===== config.mk =====
export PLATFORM = sky130hd
export DESIGN_NAME = even_odd_updown_counter
export DESIGN_NICKNAME = d
export VERILOG_FILES = /design/src/rtl/even_odd_updown_pkg.sv /design/src/rtl/even_odd_updown_counter_eo_step.sv /design/src/rtl/even_odd_updown_counter.sv
export SDC_FILE = /design/constraint.sdc
export NUM_CORES = 1
export LEC_CHECK = 0
export CAP_MARGIN = 20
export CORE_AREA = 2 2 39 41
export DETAILED_ROUTE_END_ITERATION = 16
export DIE_AREA = 0 0 41 43
export SLEW_MARGIN = 20
export SYNTH_ARGS = -nofsm -noshare
export SYNTH_HDL_FRONTEND = slang
export SYNTH_HIERARCHICAL = 1
export SYNTH_SLANG_ARGS = --single-unit

===== constraint.sdc =====
create_clock -name clk -period 2.3 [get_ports clk]
set_clock_uncertainty 0.2 [all_clocks]
set_input_delay 0.69 -clock clk [delete_from_list [all_inputs] [get_ports clk]]
set_output_delay 0.69 -clock clk [all_outputs]
set_load 0.01 [all_outputs]

===== src/rtl/even_odd_updown_pkg.sv =====
`default_nettype none
// ============================================================================
// Module      : even_odd_updown_pkg
// Description : Shared direction codes, step size and parity-class bound helper
//               for the even/odd up/down counter.
// Revision    : 1.0 - initial release
// ============================================================================
package even_odd_updown_pkg;

    localparam logic MODE_UP   = 1'b1;
    localparam logic MODE_DOWN = 1'b0;
    localparam int   STEP      = 2;

    // Largest (want_max=1) or smallest (want_max=0) value sharing the given LSB.
    function automatic logic [63:0] parity_bound(
        input int unsigned width,
        input logic        lsb,
        input logic        want_max
    );
        logic [63:0] all_ones;
        all_ones = (64'd1 << width) - 64'd1;
        if (want_max) begin
            return lsb ? all_ones : (all_ones - 64'd1);
        end
        return {63'd0, lsb};
    endfunction

endpackage
`default_nettype wire


===== src/rtl/even_odd_updown_counter_eo_step.sv =====
`default_nettype none
// ============================================================================
// Module      : eo_step
// Description : Combinational +/-2 next-value unit. Wraps modulo 2^WIDTH by
//               default; saturates within the parity class when the macro
//               EOC_SATURATE_EN is defined.
// Revision    : 1.0 - initial release
// ============================================================================
module eo_step
    import even_odd_updown_pkg::*;
#(
    parameter int WIDTH = 4
) (
    input  logic [WIDTH-1:0] i_cur,
    input  logic             i_mode,
    output logic [WIDTH-1:0] o_next
);

`ifdef EOC_SATURATE_EN
    logic [WIDTH:0]   w_sum;
    logic [WIDTH:0]   w_diff;
    logic [WIDTH-1:0] w_limit_hi;
    logic [WIDTH-1:0] w_limit_lo;

    assign w_sum      = {1'b0, i_cur} + (WIDTH+1)'(STEP);
    assign w_diff     = {1'b0, i_cur} - (WIDTH+1)'(STEP);
    assign w_limit_hi = WIDTH'(parity_bound(WIDTH, i_cur[0], 1'b1));
    assign w_limit_lo = WIDTH'(parity_bound(WIDTH, i_cur[0], 1'b0));

    // A carry/borrow out of the extra bit means the step would leave the class range.
    always_comb begin
        o_next = i_cur;
        if (i_mode == MODE_UP) begin
            o_next = w_sum[WIDTH] ? w_limit_hi : w_sum[WIDTH-1:0];
        end else begin
            o_next = w_diff[WIDTH] ? w_limit_lo : w_diff[WIDTH-1:0];
        end
    end
`else
    logic [WIDTH-1:0] w_sum;
    logic [WIDTH-1:0] w_diff;

    assign w_sum  = i_cur + WIDTH'(STEP);
    assign w_diff = i_cur - WIDTH'(STEP);

    always_comb begin
        o_next = i_cur;
        if (i_mode == MODE_UP) begin
            o_next = w_sum;
        end else begin
            o_next = w_diff;
        end
    end
`endif

endmodule
`default_nettype wire


===== src/rtl/even_odd_updown_counter.sv =====
`default_nettype none
// ============================================================================
// Module      : even_odd_updown_counter
// Description : Parity-preserving up/down counter stepping by 2 with
//               synchronous load. Optional saturation via EOC_SATURATE_EN.
// Revision    : 1.0 - initial release
// ============================================================================
module even_odd_updown_counter
    import even_odd_updown_pkg::*;
#(
    parameter int WIDTH = 4  // must be >= 2
) (
    input  logic             clk,
    input  logic             rst,
    input  logic             load,
    input  logic             mode,
    input  logic [WIDTH-1:0] data_in,
    output logic [WIDTH-1:0] data_out
);

    logic [WIDTH-1:0] r_count;
    logic [WIDTH-1:0] w_next;

    eo_step #(
        .WIDTH (WIDTH)
    ) u_eo_step (
        .i_cur  (r_count),
        .i_mode (mode),
        .o_next (w_next)
    );

    always_ff @(posedge clk) begin
        if (rst) begin
            r_count <= '0;
        end else if (load) begin
            r_count <= data_in;
        end else begin
            r_count <= w_next;
        end
    end

    assign data_out = r_count;

endmodule
`default_nettype wire


==> metrics.txt, run 1 <==
post-DP HPWL ~280 µm; Comb power frac around a quarter; Clock Sinks 4; DRT iter0 DRCs 2; Sw Ratio 23.3%; WL per Instance ~8.0 µm; Total GRT Usage between 5 and 6%; YS warnings 6; P_sw ~0.000052 W; main combinational cell family by area after synthesis multiplexers; Hold Path Depth 2; crit start category register; DRT Pass-1 Iters 3; PD cells between 600 and 700 mW/mm²; Routed Antenna Nets 0; Crit path arrival time 1.16 ns; Worst R2R End data_out[3]; drc violations 0; Clk pwr share between 40 and 50%; Post-layout nets 41; first-pass GRT wire length 593 µm; Post-CTS Setup Bufs 0; slowest CP cell clkdlybuf4s50_1; worst path bufs/invs 1; Root Driver clkbuf_4; relative max-transition margin between 80% and 90%; DR vias roughly 160; VDD IR max around 0.12 mV; Worst R2R Start data_out[1]; Final Hold Vio Count 0; XOR/XNOR share of the synthesized area a little under an eighth; Leak Pwr ~0.15 nW; Num CTS Buffers 3; Seq pwr share roughly 37%; Slew @ Worst Pin about 0.24 ns; final wirelength 368 µm; top post-synthesis cells by area dfxtp_1 (41%), mux2i_1 (20%), xnor3_1 (11%); top-area cell type share of the netlist area 40.5%; die width between 40 and 50 µm; Finished Cell Area 338 µm²; area of the multi-input gates between 90 and 100 µm²; total nets after synthesis 27; Post-Synth Adder-Cell Area between 10% and 20%; core area 0.00138 mm²; I/O pin cnt 12; CP Cell Sequence clkdlybuf4s50_1; post-synthesis mux area share 20.3%; WS Path Type register to output pin; Starting Density between 10% and 20%; CTS tree yes; maximum clock path buffer count 2; Filler cells roughly 150; most common cell after layout, fill and taps aside clkdlybuf4s50_1; Post-Syn Instances 18; CP peak stage delay 0.55 ns; antenna violations before repair 0; Crit Path Max Fanout 3; die span in y approximately 43 µm; RSZ-0062 raised after global routing false; min Tclk post-route about 2.0 ns; final worst-path cycle share roughly nine tenths; leading area contributor after synthesis dfxtp_1; area grow syn2layout 70.9%; hold crit path type register to register; Ant. Diodes 0; WP data required 1.41 ns; Seq/Total Area, Yosys 40.5%; Resized cells post-CTS 0; internal power about 0.00017 W; placer congestion estimate about 0.47; post-synthesis simple-gate area fraction under 10%; Max Cap Viol 0; average instance area after synthesis roughly 11 µm²; register area 80.1 µm²; Max Freq 489 MHz; share of cells above drive strength 1 roughly a tenth; worst reg-to-reg setup slack roughly 0.86 ns; setup TNS 0 ns; vias in the first global route roughly 160; vias per inst 3.41; Synth Area in Compound Gates 0%; gr ovfl total 0; placed inst area between 300 and 400 µm²; FF+latch count, synth 4; Skew-Pair Late Insertion Delay 0.24 ns; Min-Delay Endpoint data_out[0]; Top Family by Delay on Critical Path buffers and inverters; Pins Over Slew Limit 0; number of H-tree levels 1; Cell Rows 14; Clock transition at path regs approximately 0.04 ns; largest net degree at the start of global routing 5; outcome complete, no violations; CP Capture Type output pin; CTS Hold Bufs 0; max reg flops 4; Hold Startpoint data_out[0]; Cell Area, Synth slightly below 200 µm²; die area 0.00176 mm²; Port Buffer Count 11; unique cell type count in the Yosys netlist 8; R2R depth 4; final setup fails 0; most frequent cells in the layout clkdlybuf4s50_1 (11), mux2i_1 (4), nor2_1 (4), dfxtp_1 (4), clkbuf_4 (3)
[worst max-delay path by stage]
| stage | slack (ns) | startpoint | end | cells past startpoint |
|---|---|---|---|---|
| after floorplan | 0.58 | mode | data_out[3] | 5 |
| after global placement | 0.04 | mode | data_out[3] | 6 |
| after detailed placement | 0.02 | mode | data_out[3] | 6 |
| after CTS | 0.24 | data_out[1] | data_out[1] | 1 |
| after global routing | 0.18 | mode | data_out[3] | 6 |
| final | 0.25 | data_out[1] | data_out[1] | 1 |
[layer usage]
layer	track usage (%)	vias to the layer above	wire [µm]
met2	7.50	10	170
li1	-	80	-
met1	4.22	65	133
met5	0	-	0
met3	3.14	2	46
met4	10.0	0	18
[area by class of cell]
| class | instances | area share (%) |
|---|---|---|
| Clock buffer | 3 | 6.67 |
| Inverter | 2 | 2.22 |
| Sequential cell | 4 | 23.7 |
| Tap cell | 16 | 5.93 |
| Multi-Input combinational cell | 10 | 28.9 |
| Timing Repair Buffer | 11 | 32.6 |
[power groups by stage]
stage	Sequential (W)	Combinational, W	Clock, W
2_1_floorplan	0.0000857	0.0000234	0
5_1_grt	0.0000828	0.0000580	0.0000978
3_3_place_gp	0.0000829	0.0000522	0
3_5_place_dp	0.0000827	0.0000529	0
6_report	0.0000813	0.0000520	0.0000893
4_1_cts	0.0000815	0.0000533	0.0000940
[cell usage after synthesis, drive strengths merged]
master	number
buf	1
clkbuf	1
dfxtp	4
fa	1
inv	2
mux2i	4
nor2	4
xnor3	1
[worst register-to-register path, delay by kind of cell (launching register included)]
family,cells,cell delay (ns)
adders and majority gates,1,0.43
xor gates and xnor gates,1,0.18
and+or+nand+nor,1,0.05
muxes,1,0.14
DFF,1,0.33
[cell families after synthesis]
kind of cell,after synthesis
flip-flops,4
XOR/XNOR,1
AND/OR/NAND/NOR,4
buffers and inverters,4
adder cells (fa/ha/maj),1
multiplexers,4
[through the flow]
step	total power, W	instances	util (%)	hold WS (ns)	worst slack (ns)
global placement	0.000135	43	22.8	0.279	0.0353
floorplan	0.000109	18	-	0.356	0.579
global route	0.000239	46	24.4	0.359	0.178
detailed placement	0.000136	43	22.8	0.285	0.0194
finish	0.000223	46	24.4	0.302	0.254
CTS	0.000229	46	24.4	0.301	0.240
Power figures use the tool's default switching activity.
==> inputs of run 2 (changes only) <==
--- a/config.mk
+++ b/config.mk
@@ -14,3 +14,4 @@
 export SYNTH_HDL_FRONTEND = slang
 export SYNTH_HIERARCHICAL = 1
 export SYNTH_SLANG_ARGS = --single-unit
+export TNS_END_PERCENT = 30
==> results of run 2 <==
The final DEF is identical to that of run 1; final timing and power are the same.
==> inputs of run 3 (changes only) <==
--- a/config.mk
+++ b/config.mk
@@ -12,6 +12,5 @@
 export SLEW_MARGIN = 20
 export SYNTH_ARGS = -nofsm -noshare
 export SYNTH_HDL_FRONTEND = slang
-export SYNTH_HIERARCHICAL = 1
 export SYNTH_SLANG_ARGS = --single-unit
 export TNS_END_PERCENT = 30
==> run 3 against run 2 <==
Final area rose by 1.9%. Fmax down 2.2%. Largest cell class unchanged. Final cell count is the same. Hold slack got worse by 0.0032 ns. Power fell by 0.86%.
==> metrics.txt, run 3 <==
VDD IR max 0.334 mV (was 0.120 mV); final setup fails 0 (unchanged); gr ovfl total 0 (unchanged); max reg flops 4 (unchanged); vias in the first global route 161 (was 164); Final Hold Vio Count 0 (unchanged); WS Path Type primary input to register (was register to output pin); Total GRT Usage 6.35% (was 5.84%); antenna violations before repair 0 (unchanged); Comb power frac 23.7% (was 23.4%); Clock transition at path regs 0.04 ns (about the same); Pins Over Slew Limit 0 (unchanged); Seq pwr share 36.6% (was 36.5%); final core utilization 24.9% (was 24.4%); placed inst area 322 µm² (was 315 µm²); Commonest cells post-synth dfxtp_1 (4), inv_1 (2), mux2i_1 (2), nor2_1 (2), nor2b_1 (2) (was dfxtp_1 (4), mux2i_1 (4), nor2_1 (4)); min Tclk post-route 2.09 ns (was 2.05 ns); top post-synthesis cells by area dfxtp_1 (42%), xor3_1 (12%), fa_1 (10%) (was dfxtp_1 (41%), mux2i_1 (20%), xnor3_1 (11%)); CTS tree yes (unchanged); die area 0.00176 mm² (unchanged); Leak Pwr 0.144 nW (was 0.150 nW); average instance area after synthesis 12.0 µm² (was 11.0 µm²); Post-CTS Setup Bufs 0 (unchanged); Hold Path Depth 2 (unchanged); count leader, synth dfxtp_1; met3 Use GR 7.85% (was 3.14%); CP Capture Type register (was output pin); P_sw 0.0000506 W (was 0.0000519 W); Num CTS Buffers 3 (unchanged); Crit Path Max Fanout 2 (was 3); Post-layout nets 41 (unchanged); most frequent cells in the layout clkdlybuf4s50_1 (11), dfxtp_1 (4), clkbuf_4 (3) (was clkdlybuf4s50_1 (11), mux2i_1 (4), nor2_1 (4), dfxtp_1 (4), clkbuf_4 (3)); DRT Pass-1 Iters 2 (was 3); post-synthesis async set-or-reset flop share 0% (unchanged); final wirelength 376 µm (was 368 µm); CP peak stage delay 0.48 ns (was 0.55 ns); Max Freq 478 MHz (was 489 MHz); number of H-tree levels 1 (unchanged); Port Buffer Count 11 (unchanged); PD cells 642 mW/mm² (was 659 mW/mm²); Cell Area, Synth 191 µm² (was 198 µm²); placer congestion estimate 0.722 (was 0.474); final worst-path cycle share 90.9% (was 89.0%); setup TNS 0 ns (unchanged); core area 0.00138 mm² (unchanged); Skew-Pair Late Insertion Delay 0.23 ns (was 0.24 ns); crit start category primary input (was register); leading area contributor after synthesis dfxtp_1 (unchanged); slowest CP cell clkdlybuf4s50_1 (unchanged); WP data required 2.26 ns (was 1.41 ns); Routed Antenna Nets 0 (unchanged); relative max-transition margin 85.7% (was 83.9%); I/O pin cnt 12 (unchanged); FF+latch count, synth 4 (unchanged); DRT iter0 DRCs 4 (was 2); R2R depth 3 (was 4); CTS Hold Bufs 0 (unchanged); Layout Cells excl Fill 46 (unchanged); most common cell after layout, fill and taps aside clkdlybuf4s50_1 (unchanged); Finished Cell Area 344 µm² (was 338 µm²); Clk pwr share 39.8% (was 40.1%); share of cells above drive strength 1 13.3% (was 10.0%); YS warnings 0 (was 6); Starting Density 13.8% (was 14.3%); Root Driver clkbuf_4 (unchanged); RSZ-0062 raised after global routing false (unchanged); WL per Instance 8.17 µm (was 8.00 µm); Crit path arrival time 2.05 ns (was 1.16 ns); Max Cap Viol 0 (unchanged); Sw Ratio 22.9% (was 23.3%); die span in y 43 µm (unchanged); met1 GRT Util 7.17% (was 4.22%); vias per inst 3.59 (was 3.41); Filler cells 152 (was 148); global-route layer with the greatest usage met3 (was met4); Clock Sinks 4 (unchanged); die width 41 µm (unchanged); EDFF count, synth 0 (unchanged); Post-Syn Instances 16 (was 18); top-area cell type share of the netlist area 41.8% (was 40.5%); hold crit path type register to register (unchanged); unique cell type count in the Yosys netlist 9 (was 8); DR vias 165 (was 157); outcome complete, no violations (unchanged); Slew @ Worst Pin 0.213 ns (was 0.241 ns); drc violations 0 (unchanged); Seq/Total Area, Yosys 41.8% (was 40.5%); total nets after synthesis 25 (was 27); maximum clock path buffer count 2 (unchanged); CP Cell Sequence clkdlybuf4s50_1 -> inv_1 -> fa_1 -> xor3_1 -> a211oi_2 (was clkdlybuf4s50_1); Cell Rows 14 (unchanged); Ant. Diodes 0 (unchanged); first-pass GRT wire length 662 µm (was 593 µm); post-DP HPWL 290 µm (was 281 µm); Top FF cell, synth dfxtp_1 (unchanged); largest net degree at the start of global routing 6 (was 5); met2 global-route usage 7.19% (was 7.50%); Resized cells post-CTS 0 (unchanged); post-placement cell count 43 (unchanged); area grow syn2layout 79.7% (was 70.9%); internal power 0.000170 W (was 0.000171 W)
[run 3: logic make-up (layout without fill, tap and decap cells)]
| kind of cell | count (synthesis) | in the layout | share of synthesized area [%] |
|---|---|---|---|
| AOI/OAI and AO/OA | 2 | 2 | 10.5 |
| xor gates and xnor gates | 1 | 1 | 12.4 |
| adders and majority gates | 1 | 1 | 10.5 |
| buffers and inverters | 2 | 16 | 3.92 |
| DFF | 4 | 4 | 41.8 |
| muxes | 2 | 2 | 10.5 |
| and+or+nand+nor | 4 | 4 | 10.5 |
[run 3: routing by layer]
metal,vias up,wire length [µm]
li1,81,-
met1,72,160
met2,12,144
met3,0,71
met4,0,0
met5,-,0
[run 3: power groups by stage]
stage / Clock (W) / Sequential (W) / Combinational, W
global placement: 0 / 0.0000819 / 0.0000529
CTS: 0.0000941 / 0.0000809 / 0.0000536
detailed placement: 0 / 0.0000819 / 0.0000529
finish: 0.0000878 / 0.0000807 / 0.0000523
floorplan: 0 / 0.0000847 / 0.0000209
global route: 0.000101 / 0.0000817 / 0.0000583
[run 3: final cells by class]
cell class / instances / area (µm²) / area share [%]
Timing Repair Buffer: 11 / 110 / 32.0
Clock buffer: 3 / 22.5 / 6.55
Tap cell: 16 / 20.0 / 5.82
Multi-Input combinational cell: 10 / 104 / 30.2
Sequential cell: 4 / 80.1 / 23.3
Inverter: 2 / 7.51 / 2.18
[run 3: worst paths after layout]
| check | slack (ns) | to | startpoint |
|---|---|---|---|
| max | 0.21 | data_out[3] | mode |
| min | 0.30 | data_out[0] | data_out[0] |
| max reg2reg | 0.89 | data_out[3] | data_out[1] |
| min reg2reg | 0.30 | data_out[0] | data_out[0] |
[run 3: per-stage QoR]
step / hold slack (ns) / total power [W] / setup slack (ns)
3_5_place_dp: 0.290 / 0.000135 / -0.0535
6_report: 0.299 / 0.000221 / 0.208
4_1_cts: 0.307 / 0.000229 / 0.201
3_3_place_gp: 0.278 / 0.000135 / -0.0410
2_1_floorplan: 0.328 / 0.000106 / 0.492
5_1_grt: 0.367 / 0.000241 / 0.121
[run 3: critical path, delay by kind of cell]
kind	cells	cell delay, ns
buffers and inverters	2	0.54
adders and majority gates	1	0.42
AOI/OAI and AO/OA	1	0.21
xor gates and xnor gates	1	0.20
